## config.mk

```make
export PLATFORM = sky130hd
export DESIGN_NAME = keypad_col_scan
export DESIGN_NICKNAME = d
export VERILOG_FILES = /design/src/rtl/keypad_pkg.sv /design/src/rtl/sync2.sv /design/src/rtl/keypad_col_scan.sv
export SDC_FILE = /design/constraint.sdc
export NUM_CORES = 1
export LEC_CHECK = 0
export CORE_ASPECT_RATIO = 0.9
export CORE_MARGIN = 2
export CORE_UTILIZATION = 36
export CTS_CLUSTER_DIAMETER = 40
export DETAILED_ROUTE_END_ITERATION = 10
export HOLD_SLACK_MARGIN = 0.15
export REMOVE_ABC_BUFFERS = 1
export SYNTH_ARGS = -nofsm -noshare
export SYNTH_HDL_FRONTEND = slang
export SYNTH_SLANG_ARGS = --single-unit
```

## constraint.sdc

```tcl
create_clock -name clk -period 3.6 [get_ports clk]
set_clock_uncertainty 0.2 [all_clocks]
set_input_delay 1.08 -clock clk [delete_from_list [all_inputs] [get_ports clk]]
set_output_delay 1.08 -clock clk [all_outputs]
set_load 0.05 [all_outputs]
```

## src/rtl/keypad_pkg.sv

```systemverilog
// Shared types and constants for the 4x4 keypad column scanner.
package keypad_pkg;

   typedef enum logic [1:0] {SCAN, DEBOUNCE, WAIT_ACK, RELEASE} scan_state_t;

   localparam logic [3:0] COL_INIT = 4'b1110;

   // Indexed {row,col}; entry 0 is r0c0, entry 15 is r3c3.
   localparam logic [15:0][3:0] KEYMAP = {
      4'hD, 4'hF, 4'h0, 4'hE,
      4'hC, 4'h9, 4'h8, 4'h7,
      4'hB, 4'h6, 4'h5, 4'h4,
      4'hA, 4'h3, 4'h2, 4'h1
   };

   // Index of the lowest zero bit; scanning downwards lets the lowest index win.
   function automatic logic [1:0] low_zero_idx(input logic [3:0] v);
      logic [1:0] idx;
      idx = 2'd0;
      for (int i = 3; i >= 0; i--) begin
         if (!v[i]) idx = 2'(i);
      end
      return idx;
   endfunction

endpackage

```

## src/rtl/sync2.sv

```systemverilog
// Two-flop synchroniser for asynchronous inputs, one flop chain per bit.
module sync2 #(
   parameter int               WIDTH   = 1,
   parameter logic [WIDTH-1:0] RST_VAL = '1
) (
   input  logic             clk,
   input  logic             rst,
   input  logic [WIDTH-1:0] d_i,
   output logic [WIDTH-1:0] q_o
);

   for (genvar gi = 0; gi < WIDTH; gi++) begin : g_bit
      logic meta_q;
      logic sync_q;

      always_ff @(posedge clk) begin
         if (rst) begin
            meta_q <= RST_VAL[gi];
            sync_q <= RST_VAL[gi];
         end else begin
            meta_q <= d_i[gi];
            sync_q <= meta_q;
         end
      end

      assign q_o[gi] = sync_q;
   end

endmodule

```

## src/rtl/keypad_col_scan.sv

```systemverilog
// 4x4 keypad column driver: scans columns, debounces a press, encodes it and
// hands the code over with a valid/ack handshake, then waits for release.
module keypad_col_scan
   import keypad_pkg::*;
#(
   parameter int SCAN_DIV   = 27000,
   parameter int DEB_CYCLES = 270000
) (
   input  logic       clk,
   input  logic       rst,
   input  logic [3:0] fil,
   output logic [3:0] col,
   output logic [3:0] key_code,
   output logic       key_valid,
   input  logic       key_ack
);

   localparam int DW  = $clog2(SCAN_DIV) + 1;
   localparam int DBW = $clog2(DEB_CYCLES) + 1;
   localparam logic [DW-1:0]  DWELL_LAST = DW'(SCAN_DIV - 1);
   localparam logic [DBW-1:0] DEB_DONE   = DBW'(DEB_CYCLES);
   localparam logic [DBW-1:0] REL_LAST   = DBW'(DEB_CYCLES - 1);

   logic [3:0]  fs;
   scan_state_t state_q;
   logic [3:0]  col_q;
   logic [DW-1:0]  dwell_q;
   logic [DBW-1:0] deb_q;
   logic [3:0]  pat_q;
   logic [1:0]  row_q;
   logic [1:0]  colx_q;
   logic [3:0]  key_code_q;
   logic        key_valid_q;
   logic [3:0]  col_next_d;
   logic        rows_idle_d;

   sync2 #(.WIDTH(4), .RST_VAL(4'hF)) u_fil_sync (
      .clk (clk),
      .rst (rst),
      .d_i (fil),
      .q_o (fs)
   );

   assign col_next_d  = {col_q[2:0], col_q[3]};
   assign rows_idle_d = (fs == 4'hF);

   always_ff @(posedge clk) begin
      if (rst) begin
         state_q     <= SCAN;
         col_q       <= COL_INIT;
         dwell_q     <= '0;
         deb_q       <= '0;
         pat_q       <= 4'hF;
         row_q       <= 2'd0;
         colx_q      <= 2'd0;
         key_code_q  <= 4'h0;
         key_valid_q <= 1'b0;
      end else begin
         case (state_q)
            SCAN: begin
               if (dwell_q == DWELL_LAST) begin
                  dwell_q <= '0;
                  if (!rows_idle_d) begin
                     pat_q   <= fs;
                     row_q   <= low_zero_idx(fs);
                     colx_q  <= low_zero_idx(col_q);
                     deb_q   <= '0;
                     state_q <= DEBOUNCE;
                  end else begin
                     col_q <= col_next_d;
                  end
               end else begin
                  dwell_q <= dwell_q + 1'b1;
               end
            end
            DEBOUNCE: begin
               // A bounce drops back to the same column with a fresh dwell.
               if (fs != pat_q) begin
                  deb_q   <= '0;
                  dwell_q <= '0;
                  state_q <= SCAN;
               end else if (deb_q == DEB_DONE) begin
                  key_code_q  <= KEYMAP[{row_q, colx_q}];
                  key_valid_q <= 1'b1;
                  deb_q       <= '0;
                  state_q     <= WAIT_ACK;
               end else begin
                  deb_q <= deb_q + 1'b1;
               end
            end
            WAIT_ACK: begin
               if (key_valid_q && key_ack) begin
                  key_valid_q <= 1'b0;
                  deb_q       <= '0;
                  state_q     <= RELEASE;
               end
            end
            RELEASE: begin
               if (!rows_idle_d) begin
                  deb_q <= '0;
               end else if (deb_q == REL_LAST) begin
                  deb_q   <= '0;
                  dwell_q <= '0;
                  col_q   <= col_next_d;
                  state_q <= SCAN;
               end else begin
                  deb_q <= deb_q + 1'b1;
               end
            end
            default: state_q <= SCAN;
         endcase
      end
   end

   assign col       = col_q;
   assign key_code  = key_code_q;
   assign key_valid = key_valid_q;

endmodule

```

==> insert_results.sql, run 1 <==
INSERT INTO impl_metrics (metric_group, metric, value, unit) VALUES
('sta', 'setup_repair_after_global_routing_missed_its_margin', 'false', ''),
('logic_synthesis', 'synth_edf_count', '0', ''),
('logic_synthesis', 'post_synth_instance_area', '3120', 'sq um'),
('cells_and_area', 'drive_above_1_share', '0.106', ''),
('clock_network', 'max_h_tree_level', '3', ''),
('power', 'max-vdd-ir-drop', '0.231', 'mV'),
('clock_network', 'cts_resized', '0', ''),
('logic_synthesis', 'synthDistinctLibCells', '52', ''),
('logic_synthesis', 'ys_dominant_reg_cell', 'sky130_fd_sc_hd__dfxtp_1', ''),
('clock_network', 'clkSinkCount', '63', ''),
('sta', 'setup_ws', '0.736', 'ns'),
('routing', 'vias', '2647', ''),
('routing', 'drt_first_iter_violations', '154', ''),
('logic_synthesis', 'yosys_warnings', '0', ''),
('sta', 'fin_crit_sh', '0.796', ''),
('cells_and_area', 'antennaDiodeCount', '0', ''),
('routing', 'routed_via_density', '5.24', ''),
('logic_synthesis', 'synth.cells.most_frequent', '63 x sky130_fd_sc_hd__dfxtp_1, 39 x sky130_fd_sc_hd__nand2_1, 38 x sky130_fd_sc_hd__nor2_1', ''),
('clock_network', 'worstSkewPairLatency', '0.35', 'ns'),
('sta', 'setup_violations', '0', ''),
('global_routing', 'overflow', '0', ''),
('cells_and_area', 'filler_cell_count', '854', ''),
('worst_setup_path', 'start_kind', 'flop', ''),
('worst_setup_path', 'crit_chain', 'clkdlybuf4s50_1', ''),
('run', 'max-cap-violations', '0', ''),
('worst_setup_path', 'timing.critical_path.buf_inv', '1', ''),
('cells_and_area', 'nets', '396', ''),
('worst_setup_path', 'critical_path.slowest_cell', 'sky130_fd_sc_hd__clkdlybuf4s50_1', ''),
('cells_and_area', 'final_cell_count_no_fill', '505', ''),
('routing', 'drtPass1Iterations', '4', ''),
('placed_design', 'place_inst', '489', ''),
('routing', 'antenna_left', '0', ''),
('worst_hold_path', 'hold_class', 'reg2reg', ''),
('worst_setup_path', 'crit_cells', '1', ''),
('power', 'p_total', '1.38', 'mW'),
('placed_design', 'portBuffers', '15', ''),
('global_routing', 'pin_count_of_the_biggest_net_entering_global_routing', '30', ''),
('sta', 'max_freq', '349', 'MHz'),
('global_routing', 'antenna_found_initial', '0', ''),
('logic_synthesis', 'ys_ff_latch', '63', ''),
('power', 'total_leakage_power', '1.28', 'nW'),
('power', 'power_per_cell_area', '388', 'nW/um^2'),
('worst_hold_path', 'hold_path_depth', '1', ''),
('floorplanning', 'floorplan.die.height', '92.4', 'um'),
('clock_network', 'clock_path_buffers', '2', ''),
('logic_synthesis', 'ys_async_sr_fraction', '0', ''),
('clock_network', 'worst_setup_hold_path_clk_slew', '0.08', 'ns'),
('floorplanning', 'core.rowCount', '32', ''),
('global_routing', 'grt_first_pass_wirelength', '11400', 'um'),
('logic_synthesis', 'synth_top_cell_area_share', '0.404', ''),
('global_routing', 'via_count_of_the_first_global_routing_pass', '2410', ''),
('placed_design', 'detailedPlace.worstSlack', '0.484', 'ns'),
('sta', 'max_slew.worst_pin.slew', '0.854', 'ns'),
('sta', 'drv_slew', '0', ''),
('sta', 'slew-limit-headroom', '0.426', ''),
('worst_setup_path', 'timing.critical_path.max_delay_family', 'buffers and inverters', ''),
('worst_setup_path', 'depth_of_the_most_critical_reg_to_reg_path', '7', ''),
('floorplanning', 'floorplan.initialDensity', '0.368', ''),
('logic_synthesis', 'ys_top_cells_by_area', 'sky130_fd_sc_hd__dfxtp_1 40%, sky130_fd_sc_hd__nand2_1 4.7%, sky130_fd_sc_hd__nor2_1 4.6%', ''),
('floorplanning', 'core_region_area', '8490', 'sq um'),
('run_status', 'status', 'complete, no violations', ''),
('cells_and_area', 'layout_utilization', '0.420', ''),
('routing', 'wl', '6560', 'um'),
('worst_setup_path', 'critical_path_arrival', '1.58', 'ns'),
('global_routing', 'grt_use_total', '0.151', ''),
('worst_setup_path', 'regToRegSetupSlack', '0.82', 'ns'),
('routing', 'avgRoutedWirePerCell', '13.0', 'um'),
('clock_network', 'clk_root_buffer_cell', 'sky130_fd_sc_hd__clkbuf_8', ''),
('logic_synthesis', 'most_common_cell_in_the_netlist', 'sky130_fd_sc_hd__dfxtp_1', ''),
('clock_network', 'cts_hold_repair.buffers', '0', ''),
('clock_network', 'post_cts_buffers', '0', '');
==> metal layers <==
metal | global-route usage | routed length [um] | vias up
li1 | - | - | 1364
met1 | 0.206 | 3250 | 1230
met2 | 0.231 | 2980 | 46
met3 | 0.0453 | 264 | 7
met4 | 0.0400 | 72 | 0
met5 | 0 | 0 | -
==> final timing paths <==
| path | endpoint | from |
|---|---|---|
| max | col[2] | col[2]$_SDFFE_PP1P_ |
| min reg2reg | u_fil_sync.g_bit[3].sync_q$_SDFF_PP1_ | u_fil_sync.g_bit[3].meta_q$_SDFF_PP1_ |
| min | u_fil_sync.g_bit[3].sync_q$_SDFF_PP1_ | u_fil_sync.g_bit[3].meta_q$_SDFF_PP1_ |
| max reg2reg | dwell_q[4]$_SDFFE_PP0P_ | deb_q[0]$_SDFFE_PP0P_ |
==> flip-flops by register name, indices dropped and copies added (netlist names), named ones only <==
signal                   count
u_fil_sync.g_bit.sync_q      4
colx_q                       2
u_fil_sync.g_bit.meta_q      4
dwell_q                     16
key_valid                    1
pat_q                        4
state_q                      1
col                          4
key_code                     4
deb_q                       20
row_q                        2
==> through the flow <==
stage | area [sq um] | hold slack [ns]
after floorplan | 3030 | 0.189
after global placement | 3360 | 0.190
after detailed placement | 3360 | 0.194
after CTS | 3560 | 0.210
after global routing | 3560 | 0.228
final | 3560 | 0.209
==> cells by family after synthesis <==
family	count (synthesis)	synth area share
simple gates	171	0.290
fa+ha+maj	8	0.0321
flops	63	0.404
compound gates	74	0.163
buf+inv	33	0.0457
mux	7	0.0264
xor+xnor	14	0.0393
==> where the power goes <==
group	switching, mW	leakage, nW	total [mW]	internal [mW]
combinational	0.0223	0.661	0.0408	0.0184
clock	0.277	0.105	0.633	0.356
sequential	0.00700	0.510	0.711	0.704
==> worst reg2reg max path, cell delays in order, from the launching register on <==
cell                       delay, ns
sky130_fd_sc_hd__dfxtp_1        0.41
sky130_fd_sc_hd__ha_1           0.19
sky130_fd_sc_hd__nand3_1        0.18
sky130_fd_sc_hd__or4_1          0.50
sky130_fd_sc_hd__o21ai_0        0.25
sky130_fd_sc_hd__nor2b_1        0.52
sky130_fd_sc_hd__buf_4          0.28
sky130_fd_sc_hd__a311oi_1       0.11
==> layout make-up <==
class	count	share of cell area
sequential	63	0.354
tap	119	0.0418
clock inverter	5	0.0158
clock buffer	11	0.0425
timing repair buffer	19	0.0491
multi-input combinational	274	0.482
inverter	14	0.0147
==> cells in the final DEF, fill, tap and decap left out, drive strengths merged, types with 4 or more instances in the layout <==
cell and instances:
nor3 11, clkbuf 11, or3 4, nand2b 4, a211oi 6, xor2 10, nor4 4, a31oi 6
and3 9, clkdlybuf4s50 14, nor2 41, nor3b 6, inv 14, o21ai 14, nand2 39, a21oi 20
xnor2 4, dfxtp 63, or2 12, nand3 16, buf 5, nand4 13, ha 8, a311oi 13
mux2i 6, or4 4
(Power assumes the default switching activity.)
==> run 2, diff against run 1 <==
==> constraint.sdc (replaced) <==
create_clock -name clk -period 2.6 [get_ports clk]
set_clock_uncertainty 0.2 [all_clocks]
set_input_delay 0.78 -clock clk [delete_from_list [all_inputs] [get_ports clk]]
set_output_delay 0.78 -clock clk [all_outputs]
set_load 0.05 [all_outputs]
==> insert_results.sql, run 2 (synthesis gave the netlist of run 1 again) <==
INSERT INTO impl_metrics (metric_group, metric, value, unit) VALUES
('run_status', 'status', 'complete, no violations', ''),
('clock_network', 'worstSkewPairLatency', '0.35', 'ns'),
('clock_network', 'cts-buffers-inserted', '9', ''),
('routing', 'vias', '2801', ''),
('cells_and_area', 'layout_utilization', '0.452', ''),
('routing', 'drtPass1Iterations', '4', ''),
('clock_network', 'max_h_tree_level', '3', ''),
('sta', 'post-route-min-period', '2.54', 'ns'),
('sta', 'report.final.hold_viol_count', '0', ''),
('cells_and_area', 'layout_common_cells', '63 x sky130_fd_sc_hd__dfxtp_1, 39 x sky130_fd_sc_hd__nand2_1, 38 x sky130_fd_sc_hd__nor2_1, 38 x sky130_fd_sc_hd__buf_4, 19 x sky130_fd_sc_hd__a21oi_1', ''),
('worst_hold_path', 'hold_class', 'reg2reg', ''),
('power', 'power.net_switching', '0.430', 'mW'),
('clock_network', 'cts_tree', 'built', ''),
('floorplanning', 'floorplan.die.height', '92.4', 'um'),
('routing', 'drc', '0', ''),
('power', 'power_report.internal_total', '1.44', 'mW'),
('placed_design', 'place.gp.congestion', '0.828', ''),
('cells_and_area', 'finish.instance_area', '3830', 'sq um'),
('routing', 'drt_first_iter_violations', '145', ''),
('floorplanning', 'die_extent_in_x', '102', 'um'),
('sta', 'totalNegativeSetupSlack', '0', 'ns'),
('cells_and_area', 'reg.largest.list', 'deb_q: 20 flops, dwell_q: 16 flops', ''),
('global_routing', 'via_count_of_the_first_global_routing_pass', '2636', ''),
('worst_setup_path', 'critical_path_arrival', '1.56', 'ns'),
('floorplanning', 'boundaryPins', '16', ''),
('sta', 'max_freq', '394', 'MHz'),
('global_routing', 'pin_count_of_the_biggest_net_entering_global_routing', '28', ''),
('sta', 'fin_worst_hold_slack', '0.213', 'ns'),
('global_routing', 'grt_first_pass_wirelength', '12300', 'um'),
('placed_design', 'place_inst', '517', ''),
('floorplanning', 'core.rowCount', '32', ''),
('cells_and_area', 'mostFrequentLayoutCell', 'sky130_fd_sc_hd__dfxtp_1', ''),
('sta', 'drv_slew', '0', ''),
('placed_design', 'detailedPlace.worstSlack', '-0.0736', 'ns'),
('routing', 'wl', '6950', 'um'),
('sta', 'setup_violations', '0', ''),
('cells_and_area', 'antennaDiodeCount', '0', ''),
('cells_and_area', 'largest_register_ffs', '20', ''),
('cells_and_area', 'top_register', 'deb_q', ''),
('worst_setup_path', 'critical_path.slowest_cell', 'sky130_fd_sc_hd__clkdlybuf4s50_1', ''),
('cells_and_area', 'syn2layout_area_growth', '22.8', '%'),
('worst_setup_path', 'criticalPathCategory', 'reg2out', ''),
('cells_and_area', 'final_cell_count_no_fill', '540', ''),
('power', 'p_total', '1.87', 'mW'),
('cells_and_area', 'filler_cell_count', '884', ''),
('worst_setup_path', 'cpPeakStageDelay', '0.82', 'ns'),
('worst_setup_path', 'worst-path-max-fanout', '5', ''),
('power', 'max-vdd-ir-drop', '0.271', 'mV'),
('global_routing', 'antenna_found_initial', '0', ''),
('sta', 'setup_ws', '0.0599', 'ns'),
('cells_and_area', 'drive_above_1_share', '0.183', ''),
('power', 'power_frac_comb', '0.033', ''),
('global_routing', 'grt_use_total', '0.162', ''),
('clock_network', 'worst_setup_hold_path_clk_slew', '0.07', 'ns'),
('placed_design', 'portBuffers', '15', ''),
('routing', 'routed_via_density', '5.19', ''),
('worst_setup_path', 'timing.critical_path.max_delay_family', 'buffers and inverters', ''),
('routing', 'antenna_left', '0', ''),
('power', 'p_sw_frac', '0.230', ''),
('floorplanning', 'core_region_area', '8490', 'sq um'),
('power', 'total_leakage_power', '1.47', 'nW'),
('global_routing', 'overflow', '0', ''),
('worst_setup_path', 'start_kind', 'flop', ''),
('floorplanning', 'dieArea', '9440', 'sq um'),
('worst_setup_path', 'crit_chain', 'clkdlybuf4s50_1', ''),
('sta', 'setup_repair_after_global_routing_missed_its_margin', 'false', ''),
('run', 'max-cap-violations', '0', ''),
('sta', 'fin_crit_sh', '0.977', ''),
('worst_setup_path', 'timing.critical_path.buf_inv', '1', ''),
('clock_network', 'clkSinkCount', '63', ''),
('clock_network', 'clock_path_buffers', '2', ''),
('worst_setup_path', 'timing.critical_path.to_type', 'output port', ''),
('power', 'power.share.clock', '0.442', ''),
('placed_design', 'place_hpwl', '4880', 'um'),
('clock_network', 'clk_root_buffer_cell', 'sky130_fd_sc_hd__clkbuf_8', ''),
('routing', 'avgRoutedWirePerCell', '12.9', 'um'),
('power', 'power_per_cell_area', '488', 'nW/um^2'),
('worst_setup_path', 'required_time_at_the_worst_slack_endpoint', '1.62', 'ns'),
('power', 'seqPwrFrac', '0.525', ''),
('floorplanning', 'floorplan.initialDensity', '0.368', ''),
('placed_design', 'dpl_cell_area', '3580', 'sq um'),
('sta', 'max_slew.worst_pin.slew', '0.675', 'ns'),
('sta', 'slew-limit-headroom', '0.548', ''),
('cells_and_area', 'nets', '431', '');
==> run 2: changes by cell type in the layout (fill, tap and decap cells not counted), moves of 2 or more <==
| cell | before | now |
|---|---|---|
| sky130_fd_sc_hd__clkbuf_8 | 11 | 9 |
| sky130_fd_sc_hd__dlymetal6s2s_1 | 0 | 3 |
| sky130_fd_sc_hd__buf_4 | 4 | 38 |
| sky130_fd_sc_hd__clkdlybuf4s50_1 | 14 | 11 |
==> run 2: worst paths after layout <==
check                                             start                                     to  slack, ns  cells after the start
setup / recovery                    col[3]$_SDFFE_PP1P_                                 col[3]       0.06                      1
hold / removal    u_fil_sync.g_bit[0].meta_q$_SDFF_PP1_  u_fil_sync.g_bit[0].sync_q$_SDFF_PP1_       0.21                      1
setup reg to reg               dwell_q[15]$_SDFFE_PP0P_                 deb_q[15]$_SDFFE_PP0P_       0.08                      8
hold reg to reg   u_fil_sync.g_bit[0].meta_q$_SDFF_PP1_  u_fil_sync.g_bit[0].sync_q$_SDFF_PP1_       0.21                      1
==> run 2: what timing repair did <==
| action | in CTS | in global routing |
|---|---|---|
| hold buffers | 0 | 0 |
| setup endpoints to repair | 0 | 22 |
| resized for setup | 0 | 5 |
| buffers inserted | 0 | 7 |
==> run 2: final cells by class <==
cell class                 count  area (sq um)  area share
inverter                      14          52.6      0.0137
tap                          119           149      0.0388
timing repair buffer          54           458       0.119
clock inverter                 6          61.3      0.0160
multi-input combinational    274          1730       0.450
sequential                    63          1260       0.329
clock buffer                  10           128      0.0333
==> run 2: metal layers <==
metal  vias up  track usage  share of wire
li1       1436            -              -
met1      1327        0.216           0.49
met2        30        0.255           0.46
met3         8       0.0475          0.035
met4         0       0.0456          0.013
met5         -            0              0
==> run 2: power groups by stage <==
stage / logic [mW] / clock network (mW) / registers [mW]
after floorplan: 0.0279 / 0 / 1.00
after global placement: 0.0604 / 0 / 1.01
after detailed placement: 0.0607 / 0 / 1.01
after CTS: 0.0614 / 0.861 / 0.983
after global routing: 0.0679 / 0.899 / 0.985
final: 0.0610 / 0.828 / 0.984
==> run 3, diff against run 2 <==
--- a/config.mk
+++ b/config.mk
@@ -6,8 +6,7 @@
 export NUM_CORES = 1
 export LEC_CHECK = 0
 export CORE_ASPECT_RATIO = 0.9
-export CORE_MARGIN = 2
-export CORE_UTILIZATION = 36
+export CORE_UTILIZATION = 25
 export CTS_CLUSTER_DIAMETER = 40
 export DETAILED_ROUTE_END_ITERATION = 10
 export HOLD_SLACK_MARGIN = 0.15
==> insert_results.sql, run 3 (synthesis gave the netlist of run 1 again) <==
INSERT INTO impl_metrics (metric_group, metric, value, unit) VALUES
('power', 'max-vdd-ir-drop', '0.367', 'mV'),
('floorplanning', 'dieArea', '12900', 'sq um'),
('power', 'total_leakage_power', '1.46', 'nW'),
('placed_design', 'place.gp.congestion', '0.809', ''),
('routing', 'drc', '0', ''),
('global_routing', 'grt_use_total', '0.112', ''),
('sta', 'setup_violations', '0', ''),
('sta', 'totalNegativeSetupSlack', '0', 'ns'),
('clock_network', 'worst_setup_hold_path_clk_slew', '0.06', 'ns'),
('clock_network', 'clk_root_buffer_cell', 'sky130_fd_sc_hd__clkbuf_16', ''),
('cells_and_area', 'drive_above_1_share', '0.177', ''),
('routing', 'avgRoutedWirePerCell', '12.1', 'um'),
('floorplanning', 'die_extent_in_x', '120', 'um'),
('sta', 'fin_crit_sh', '0.974', ''),
('cells_and_area', 'mostFrequentLayoutCell', 'sky130_fd_sc_hd__dfxtp_1', ''),
('clock_network', 'cts_tree', 'built', ''),
('routing', 'wl', '7000', 'um'),
('routing', 'vias', '2774', ''),
('worst_setup_path', 'timing.critical_path.max_delay_family', 'buffers and inverters', ''),
('cells_and_area', 'reg.largest.list', 'deb_q: 20 flops, dwell_q: 16 flops', ''),
('floorplanning', 'core_region_area', '12100', 'sq um'),
('placed_design', 'dpl_cell_area', '3630', 'sq um'),
('sta', 'setup_ws', '0.0679', 'ns'),
('routing', 'antenna_left', '0', ''),
('floorplanning', 'floorplan.die.height', '108', 'um'),
('clock_network', 'clkSinkCount', '63', ''),
('power', 'power_per_cell_area', '550', 'nW/um^2'),
('worst_setup_path', 'crit_chain', 'clkdlybuf4s50_1', ''),
('cells_and_area', 'layout_utilization', '0.324', ''),
('cells_and_area', 'top_register', 'deb_q', ''),
('worst_setup_path', 'start_kind', 'flop', ''),
('clock_network', 'clock_path_buffers', '2', ''),
('worst_setup_path', 'critical_path.slowest_cell', 'sky130_fd_sc_hd__clkdlybuf4s50_1', ''),
('worst_setup_path', 'critical_path_arrival', '1.55', 'ns'),
('floorplanning', 'core.rowCount', '38', ''),
('clock_network', 'worstSkewPairLatency', '0.33', 'ns'),
('sta', 'post-route-min-period', '2.53', 'ns'),
('power', 'p_total', '2.16', 'mW'),
('floorplanning', 'floorplan.initialDensity', '0.258', ''),
('placed_design', 'portBuffers', '15', ''),
('cells_and_area', 'layout_common_cells', '63 x sky130_fd_sc_hd__dfxtp_1, 39 x sky130_fd_sc_hd__nand2_1, 37 x sky130_fd_sc_hd__nor2_1, 36 x sky130_fd_sc_hd__buf_4, 19 x sky130_fd_sc_hd__a21oi_1', ''),
('cells_and_area', 'antennaDiodeCount', '0', ''),
('global_routing', 'antenna_found_initial', '0', ''),
('global_routing', 'via_count_of_the_first_global_routing_pass', '2531', ''),
('placed_design', 'place_hpwl', '5140', 'um'),
('sta', 'max_slew.worst_pin.slew', '0.637', 'ns'),
('global_routing', 'overflow', '0', ''),
('worst_setup_path', 'cpPeakStageDelay', '0.83', 'ns'),
('run_status', 'status', 'complete, no violations', ''),
('clock_network', 'max_h_tree_level', '3', ''),
('routing', 'drtPass1Iterations', '4', ''),
('clock_network', 'cts-buffers-inserted', '9', ''),
('worst_setup_path', 'required_time_at_the_worst_slack_endpoint', '1.62', 'ns'),
('routing', 'routed_via_density', '4.81', ''),
('worst_setup_path', 'timing.critical_path.to_type', 'output port', ''),
('global_routing', 'grt_first_pass_wirelength', '11600', 'um'),
('cells_and_area', 'nets', '427', ''),
('cells_and_area', 'largest_register_ffs', '20', ''),
('worst_hold_path', 'hold_class', 'reg2reg', ''),
('sta', 'slew-limit-headroom', '0.574', ''),
('sta', 'drv_slew', '0', ''),
('worst_setup_path', 'timing.critical_path.buf_inv', '1', ''),
('routing', 'drt_first_iter_violations', '116', ''),
('floorplanning', 'boundaryPins', '16', ''),
('worst_setup_path', 'criticalPathCategory', 'reg2out', ''),
('run', 'max-cap-violations', '0', ''),
('sta', 'report.final.hold_viol_count', '0', ''),
('worst_setup_path', 'worst-path-max-fanout', '5', ''),
('cells_and_area', 'syn2layout_area_growth', '25.6', '%'),
('global_routing', 'pin_count_of_the_biggest_net_entering_global_routing', '22', ''),
('sta', 'max_freq', '395', 'MHz'),
('clock_network', 'cts_hold_repair.buffers', '0', ''),
('cells_and_area', 'finish.instance_area', '3920', 'sq um'),
('placed_design', 'detailedPlace.worstSlack', '-0.0510', 'ns');
## run 3: routing by layer
metal  vias to the layer above  global-route usage  share of wire
li1                       1426                   -              -
met1                      1308               0.140           0.50
met2                        32               0.185           0.46
met3                         8              0.0316          0.025
met4                         0              0.0393          0.011
met5                         -                   0              0
## run 3: final timing paths
check	from	endpoint	slack [ns]	cells after the start
worst max-delay path	col[0]$_SDFFE_PP0P_	col[0]	0.07	1
worst min-delay path	u_fil_sync.g_bit[2].meta_q$_SDFF_PP1_	u_fil_sync.g_bit[2].sync_q$_SDFF_PP1_	0.21	1
worst max register to register	dwell_q[15]$_SDFFE_PP0P_	deb_q[15]$_SDFFE_PP0P_	0.13	7
worst min register to register	u_fil_sync.g_bit[2].meta_q$_SDFF_PP1_	u_fil_sync.g_bit[2].sync_q$_SDFF_PP1_	0.21	1
## run 3: report_power, final
group	switching (mW)	internal, mW	leakage [nW]
Clock	0.460	0.652	0.128
Sequential	0.00915	0.975	0.510
Combinational	0.0318	0.0287	0.822
## run 3: timing repair
action,CTS,global route
gates resized for setup,0,1
setup buffers,0,1
endpoints found under the setup margin,0,22
## run 3: metrics by stage
stage                     std cells  hold slack, ns
after detailed placement        560           0.194
after global routing            577           0.215
final                           577           0.207
after floorplan                 351           0.189
after global placement          560           0.191
after CTS                       576           0.208
## run 3: cell type report
class | instances | area [sq um]
Fill cell | 1297 | 8200
Multi-Input combinational cell | 274 | 1720
Sequential cell | 63 | 1260
Timing Repair Buffer | 50 | 405
Clock buffer | 9 | 225
Tap cell | 160 | 200
Clock inverter | 7 | 57.6
Inverter | 14 | 52.6
==> edit, RTL diff (settings of run 3) <==
Re-encode `scan_state_t` (4 states) as one-hot, 4 bits wide.
--- a/src/rtl/keypad_pkg.sv
+++ b/src/rtl/keypad_pkg.sv
@@ -1,7 +1,7 @@
 // Shared types and constants for the 4x4 keypad column scanner.
 package keypad_pkg;
 
-   typedef enum logic [1:0] {SCAN, DEBOUNCE, WAIT_ACK, RELEASE} scan_state_t;
+   typedef enum logic [3:0] {SCAN = 4'b0001, DEBOUNCE = 4'b0010, WAIT_ACK = 4'b0100, RELEASE = 4'b1000} scan_state_t;
 
    localparam logic [3:0] COL_INIT = 4'b1110;
 
Check against the original RTL: same outputs for any inputs over 10 cycles, from zero or initial values and one cycle with rst high; not proved beyond that.
==> edit against run 3 <==
Cell area rose by 6.5%; utilization grew 0.067 points; maximum frequency hardly changed; worst setup slack worse by 0.0015 ns; synthesized cell count is 6.5% higher; wire length grew 5.9%; sequential share of layout area down 1.0 points; non-clock buffer count down 8; power is 15% higher; synthesized area up 7.1%; sequential cell count grew 2.
==> edit: results (changes against run 3) <==
Setup path:
- The worst setup path startpoint is col[0]$_SDFFE_PP0P_.
- The startpoint identified for the worst register-to-register timing path is dwell_q[3]$_SDFFE_PP0P_.
- The endpoint of the worst register-to-register path is deb_q[9]$_SDFFE_PP0P_.
- The largest fanout of any net on the critical path came to 5 (unchanged).
- The cell family with the largest share of critical-path delay is buffers and inverters.

Timing:
- The slew at the pin closest to its max-slew limit came to 0.814 ns (+0.177 ns).

Placed design:
- The total half-perimeter wirelength after legalization and detailed placement is 5.36 mm (+4.3%).
- The number of instances in the placed design is 578 (+3.2%).
- The final weighted congestion in routability-driven placement is 0.797 (-1.4%).
- The placed instance area is 3820 um^2 (+5.1%).

Global route:
- The number of global-route vias before repair came to 2582 (+2.0%).
- The total global routing track utilization is 11.3% (+0.12 points).
- The wire length of the first global-routing pass came to 12.5 mm (+7.0%).

Power and ir drop:
- The worst IR drop on VDD is 0.299 mV (-19%).
- The internal portion of total power is 1980 uW (+20%).

Routing:
- The routed wire length per instance is 12.5 um (+2.9%).
- The via count of the routed design came to 2854 (+2.9%).

Synthesis:
- The synthesized instance count is 394 (+6.5%).
- Sorting the synthesized cells by area gives the leading types as dfxtp_1 (39%), xnor2_1 (4.7%), nor2_1 (4.5%).
- The count of unique library cells instantiated by Yosys was 59 (+13%).
- The fraction of the yosys area taken by sequential cells is 38.9% (-1.5 points).
- Ranked by instance count, the synthesized netlist is headed by dfxtp_1 (65), nor2_1 (40), nand2_1 (38).

Run status:
- The flow ran to the end, and the final reports show no timing, DRC or antenna violations.

Layout:
- The largest registers in the layout are deb_q (20), dwell_q (16).
- The number of standard cells in the final layout excluding fillers is 594 (+2.9%).
- The proportion of layout cells with a drive suffix above 1 is 15.1% (-2.6 points).
- The final net count came to 440 (+3.0%).
==> edit: cell count changes after synthesis, sizes merged, moves of 4 or more <==
cell   delta
nor4b     +7
nand3     +7
a31oi     -5
or2       -4
xor2      -6
xnor2    +14
nand4     -4
and2      +4
buf       +5
nor4     +10
==> edit: worst min-delay path by stage <==
stage | start | to | slack (ns) | cells after the start
finish | u_fil_sync.g_bit[0].meta_q$_SDFF_PP1_ | u_fil_sync.g_bit[0].sync_q$_SDFF_PP1_ | 0.21 | 1
global route | u_fil_sync.g_bit[0].meta_q$_SDFF_PP1_ | u_fil_sync.g_bit[0].sync_q$_SDFF_PP1_ | 0.22 | 1
CTS | u_fil_sync.g_bit[0].meta_q$_SDFF_PP1_ | u_fil_sync.g_bit[0].sync_q$_SDFF_PP1_ | 0.21 | 1
detailed placement | u_fil_sync.g_bit[0].meta_q$_SDFF_PP1_ | u_fil_sync.g_bit[0].sync_q$_SDFF_PP1_ | 0.20 | 1
global placement | u_fil_sync.g_bit[0].meta_q$_SDFF_PP1_ | u_fil_sync.g_bit[0].sync_q$_SDFF_PP1_ | 0.19 | 1
floorplan | u_fil_sync.g_bit[0].meta_q$_SDFF_PP1_ | u_fil_sync.g_bit[0].sync_q$_SDFF_PP1_ | 0.19 | 1
==> edit: cells by family after synthesis <==
group,Yosys count,share of synthesized area [%]
AND/OR/NAND/NOR,184,29.9
buffers and inverters,34,4.53
adder cells (fa/ha/maj),8,2.99
multiplexers,8,2.77
AO/OA/AOI/OAI,73,15.2
flip-flops,65,38.9
XOR/XNOR,22,5.76
==> edit: power groups by stage <==
stage	sequential, uW	clock [uW]	combinational (uW)
3_3_place_gp	1040	0	79.6
6_report	1010	1380	83.2
5_1_grt	1010	1450	90.9
3_5_place_dp	1040	0	80.9
4_1_cts	1010	1420	80.8
2_1_floorplan	1030	0	33.4
==> edit: final cells by class <==
type | count | area (um^2)
Timing Repair Buffer | 42 | 373
Clock buffer | 9 | 225
Inverter | 12 | 45.0
Sequential cell | 65 | 1300
Multi-Input combinational cell | 295 | 1910
Fill cell | 1365 | 8700
Clock inverter | 7 | 119
Tap cell | 164 | 205
==> edit: layer usage <==
| layer | GRT usage [%] | wire length [um] | vias up |
|---|---|---|---|
| li1 | - | - | 1488 |
| met2 | 16.7 | 3260 | 37 |
| met5 | 0 | 0 | - |
| met1 | 15.9 | 3820 | 1318 |
| met4 | 3.33 | 92 | 0 |
| met3 | 3.33 | 239 | 11 |
==> edit: metrics by stage <==
stage	setup TNS (ns)	setup WS, ns
after global placement	0	0.0849
after global routing	0	0.000215
after floorplan	-3.33	-0.185
final	0	0.0664
after CTS	0	0.0519
after detailed placement	0	0.0630
